[src/rtl/fmap_pack_writer.sv]
// Packs a stream of I_F_BW-bit feature elements into 32-bit words (lane 0 in the LSBs)
// and writes them in address order to the infmap BRAM port, reporting idle/run/error/done.
module fmap_pack_writer #(
    parameter int DATA_NUM  = 400,
    parameter int I_F_BW    = 8,
    localparam int B_COL_NUM = 32 / I_F_BW,
    localparam int WORD_D    = (DATA_NUM + B_COL_NUM - 1) / B_COL_NUM,
    localparam int ADDR_W    = (WORD_D > 1) ? $clog2(WORD_D) : 1
) (
    input  logic              clk,
    input  logic              areset,
    input  logic              i_run,
    output logic              o_idle,
    output logic              o_run,
    output logic              o_en_err,
    output logic              o_n_ready,
    output logic              o_ot_done,
    input  logic              i_data_valid,
    input  logic [I_F_BW-1:0] i_data,
    output logic              o_data_ready,
    output logic [ADDR_W-1:0] b_o_fmap_addr,
    output logic              b_o_fmap_ce,
    output logic              b_o_fmap_we,
    output logic [31:0]       b_o_fmap_d
);
    localparam int CNT_W  = $clog2(DATA_NUM + 1);
    localparam int LANE_W = (B_COL_NUM > 1) ? $clog2(B_COL_NUM) : 1;

    typedef enum logic [1:0] {S_IDLE, S_RUN, S_LAST, S_DONE} state_t;

    state_t              state_q, state_d;
    logic [CNT_W-1:0]    cnt_q, cnt_d;
    logic [LANE_W-1:0]   lane_q, lane_d;
    logic [ADDR_W-1:0]   word_q, word_d;
    logic [31:0]         pack_q, pack_d;
    logic                we_q, we_d;
    logic [ADDR_W-1:0]   addr_q, addr_d;
    logic [31:0]         wdata_q, wdata_d;
    logic                err_q, err_d;
    logic [31:0]         pack_new;
    logic                accept, last_elem, lane_full;

    assign accept    = (state_q == S_RUN) && i_data_valid;
    assign last_elem = (cnt_q == CNT_W'(DATA_NUM - 1));
    assign lane_full = (lane_q == LANE_W'(B_COL_NUM - 1));

    always_comb begin
        pack_new = pack_q;
        for (int j = 0; j < B_COL_NUM; j++) begin
            if (lane_q == LANE_W'(j)) begin
                pack_new[j*I_F_BW +: I_F_BW] = i_data;
            end
        end
    end

    always_comb begin
        state_d = state_q;
        cnt_d   = cnt_q;
        lane_d  = lane_q;
        word_d  = word_q;
        pack_d  = pack_q;
        err_d   = err_q;
        we_d    = 1'b0;
        addr_d  = '0;
        wdata_d = '0;
        case (state_q)
            S_IDLE: begin
                if (i_run) begin
                    state_d = S_RUN;
                    cnt_d   = '0;
                    lane_d  = '0;
                    word_d  = '0;
                    pack_d  = '0;
                end
            end
            S_RUN: begin
                if (i_run) begin
                    err_d = 1'b1;
                end
                if (accept) begin
                    cnt_d = cnt_q + CNT_W'(1);
                    // A full word or the final element flushes; the pack register restarts empty.
                    if (lane_full || last_elem) begin
                        we_d    = 1'b1;
                        addr_d  = word_q;
                        wdata_d = pack_new;
                        pack_d  = '0;
                        lane_d  = '0;
                        word_d  = word_q + ADDR_W'(1);
                    end else begin
                        pack_d = pack_new;
                        lane_d = lane_q + LANE_W'(1);
                    end
                    if (last_elem) begin
                        state_d = S_LAST;
                    end
                end
            end
            S_LAST: begin
                if (i_run) begin
                    err_d = 1'b1;
                end
                state_d = S_DONE;
            end
            S_DONE:  state_d = S_IDLE;
            default: state_d = S_IDLE;
        endcase
    end

    always_ff @(posedge clk or posedge areset) begin
        if (areset) begin
            state_q <= S_IDLE;
            cnt_q   <= '0;
            lane_q  <= '0;
            word_q  <= '0;
            pack_q  <= '0;
            we_q    <= 1'b0;
            addr_q  <= '0;
            wdata_q <= '0;
            err_q   <= 1'b0;
        end else begin
            state_q <= state_d;
            cnt_q   <= cnt_d;
            lane_q  <= lane_d;
            word_q  <= word_d;
            pack_q  <= pack_d;
            we_q    <= we_d;
            addr_q  <= addr_d;
            wdata_q <= wdata_d;
            err_q   <= err_d;
        end
    end

    assign o_idle        = (state_q == S_IDLE);
    assign o_run         = (state_q != S_IDLE);
    assign o_data_ready  = (state_q == S_RUN);
    assign o_n_ready     = (state_q == S_LAST);
    assign o_ot_done     = (state_q == S_DONE);
    assign o_en_err      = err_q;
    assign b_o_fmap_we   = we_q;
    assign b_o_fmap_ce   = we_q;
    assign b_o_fmap_addr = addr_q;
    assign b_o_fmap_d    = wdata_q;
endmodule

[config.mk]
export PLATFORM = sky130hd
export DESIGN_NAME = fmap_pack_writer
export DESIGN_NICKNAME = d
export VERILOG_FILES = /design/src/rtl/fmap_pack_writer.sv
export SDC_FILE = /design/constraint.sdc
export NUM_CORES = 1
export LEC_CHECK = 0
export CAP_MARGIN = 10
export CORE_ASPECT_RATIO = 0.8
export CORE_MARGIN = 8
export CORE_UTILIZATION = 40
export CTS_BUF_LIST = sky130_fd_sc_hd__clkbuf_8
export DETAILED_ROUTE_END_ITERATION = 10
export GPL_ROUTABILITY_DRIVEN = 0
export HOLD_SLACK_MARGIN = 0.1
export SKIP_LAST_GASP = 1
export SLEW_MARGIN = 20
export SYNTH_ARGS = -nofsm -noshare
export SYNTH_HDL_FRONTEND = slang
export SYNTH_SLANG_ARGS = --single-unit
[constraint.sdc]
create_clock -name clk -period 2.8 [get_ports clk]
set_clock_uncertainty 0.15 [all_clocks]
set_input_delay 0.28 -clock clk [delete_from_list [all_inputs] [get_ports clk]]
set_output_delay 0.28 -clock clk [all_outputs]
set_load 0.02 [all_outputs]
==> impl_metrics.json <==
{
  "synth_nets": 354,
  "io_pins": 59,
  "critPathCaptureType": "register",
  "ant_nets": 0,
  "r2r_setup_slack_ns": 0.36,
  "dr.pass1.iters": 4,
  "drt_iter0_drc": 194,
  "period_minus_slack_ns": 2.443,
  "critPathLaunchType": "register",
  "critical_path_required_ns": 2.94,
  "die_area_sq_um": 13590,
  "dpl_worst_slack_ns": 0.3478,
  "rows": 32,
  "max_freq_mhz": 409.4,
  "slew_headroom_pct": 44.16,
  "worstMarginPinSlew_ns": 0.8143,
  "fin_total_pwr_mw": 3.688,
  "layout_commonest_cell": "dfrtp_1",
  "hold_violations": 0,
  "clkLatencyLatePin_ns": 0.35,
  "r2r_cells": 6,
  "viasPerCell": 5.006,
  "drive_gt1_share_pct": 10.03,
  "power_density_nw_per_um2": 738.2,
  "die_h_um": 105.9,
  "wl_per_cell_um": 16.38,
  "grt_pass1_vias": 2718,
  "syn_inst": 331,
  "setup.worst_path.start": "state_q[0]$_DFFE_PP0P_",
  "yosysWarnings": 0,
  "antenna_found_initial": 0,
  "insertedDiodeCount": 0,
  "rr_startpoint": "state_q[0]$_DFFE_PP0P_",
  "cts_buffers": 9,
  "ys_seq_area_share_pct": 57.62,
  "route.detailed.drc": 0,
  "cts_buffer_depth": 2,
  "ir_drop_uv": 243.5,
  "crit_arrival_ns": 2.59,
  "ys_ff_latch": 93,
  "syn_avg_cell_area_sq_um": 12.20,
  "critPathKind": "reg2reg",
  "fin_tns_setup_ns": 0,
  "timing.max_cap.violations": 0,
  "final_util_pct": 51.35,
  "dieWidth_um": 128.3,
  "cts_resized": 0,
  "synth_area_sq_um": 4039,
  "layout.nets": 418,
  "io_buffers": 58,
  "vias": 2678,
  "finalSetupViolCount": 0,
  "grt_max_degree": 39,
  "cts_sinks": 93,
  "cts_root_buf": "clkbuf_8",
  "post_cts_buffers": 0,
  "cts_tree": "yes",
  "ys_types": 48,
  "clkTransAtPathRegs_ns": 0.09,
  "final_max_slew_viol_count": 0,
  "period_share_pct": 87.23,
  "grt_pass1_wl_um": 14580,
  "wirelength_um": 8761,
  "dpl_cell_area_sq_um": 4785,
  "start_util_pct": 41.51,
  "outcome": "completed",
  "hpwl_um": 6203,
  "mostFrequentLayoutCells": "dfrtp_1, clkdlybuf4s50_1, nor2_1",
  "coreArea_sq_um": 9729,
  "overflow": 0,
  "htreeDepth": 3,
  "critPathMaxFanout": 10,
  "grtUsageTotal_pct": 13.72,
  "area_growth_pct": 23.70,
  "cellLeakagePower_nw": 2.229,
  "min_path_type": "in2async",
  "setup_ws_ns": 0.3574,
  "rsz0062_at_grt": "no",
  "hold_buffers": 0,
  "finalInstanceArea_sq_um": 4996
}
==> cell families after synthesis <==
kind of cell | count (synthesis) | synth area share [%]
multiplexers | 38 | 9.480
flip-flops | 93 | 57.62
adder cells (fa/ha/maj) | 11 | 3.408
AND/OR/NAND/NOR | 108 | 14.28
buffers and inverters | 27 | 3.221
XOR/XNOR | 6 | 1.301
AO/OA/AOI/OAI | 48 | 10.69
==> area by class of cell <==
cell class                      count  area, sq um
Clock inverter                      6        87.58
Tap cell                          136        170.2
Inverter                           15        60.06
Sequential cell                    93         2327
Multi-Input combinational cell    211         1582
Clock buffer                        9        123.9
Timing Repair Buffer               65        645.6
Fill cell                         866         4733
==> routing by layer <==
| layer | part of all wire (%) | track usage, % |
|---|---|---|
| met4 | 1.4 | 5.080 |
| met1 | 48 | 19.37 |
| met5 | 0 | 0 |
| met3 | 7.0 | 3.726 |
| met2 | 43 | 19.57 |
==> cells in the mapped netlist, drive strengths merged <==
cell type  count  share of area, %
dfrtp         93                58
nor2          47               4.6
mux2i         36               8.9
a22o          27               5.9
inv           15               1.4
and2          14               2.2
nand2         12               1.1
buf           11               1.7
ha            11               3.4
nand3         10               1.7
nor4           6              0.93
o21ai          5              0.71
xnor2          5               1.1
nor3           4              0.87
o31ai          4               1.8
a21oi          3              0.37
nand2b         3              0.46
a21o           2              0.37
mux2           2              0.56
nor2b          2              0.31
nor4b          2              0.81
or3            2              0.31
or4            2              0.37
a21bo          1              0.25
a21boi         1              0.28
a31o           1              0.22
a31oi          1              0.15
a32o           1              0.25
a41o           1              0.25
and3           1              0.15
and4           1              0.22
clkbuf         1             0.093
nand3b         1              0.19
nand4          1              0.15
o32ai          1              0.22
xor2           1              0.22
==> power breakdown <==
group	switching, mW	total, mW	leakage [nW]	internal [mW]
clock network	0.466	0.966	0.109	0.500
registers	0.173	1.73	1.26	1.56
logic	0.523	0.989	0.862	0.466
total	1.16	3.69	2.23	2.53
==> flip-flops by register name (all words and copies together) (netlist names) <==
register / cells
pack_q: 32
b_o_fmap_ce: 1
b_o_fmap_addr: 7
cnt_q: 9
o_en_err: 1
b_o_fmap_d: 32
state_q: 2
word_q: 7
lane_q: 2
==> through the flow <==
step,hold WS (ns),instances
CTS,0.1455,535
global route,0.1606,535
finish,0.1406,535
floorplan,0.2511,331
global placement,0.3159,520
detailed placement,0.3026,520
==> critical path, cell delays in order, from the launching register on <==
cell and delay (ns):
dfrtp_1 0.42, inv_1 0.14, ha_1 0.32, mux2i_1 0.73
nor2_4 0.20, o21ai_2 0.22, a32o_1 0.19
==> path summary, 6_finish.rpt <==
path | endpoint
worst max-delay path | word_q[1]$_DFFE_PP0P_
worst min-delay path | pack_q[0]$_DFFE_PP0P_
worst max register to register | word_q[1]$_DFFE_PP0P_
worst min register to register | o_en_err$_DFFE_PP0P_
max in group asynchronous | pack_q[23]$_DFFE_PP0P_
min in group clk | o_en_err$_DFFE_PP0P_
Power figures use the tool's default switching activity.
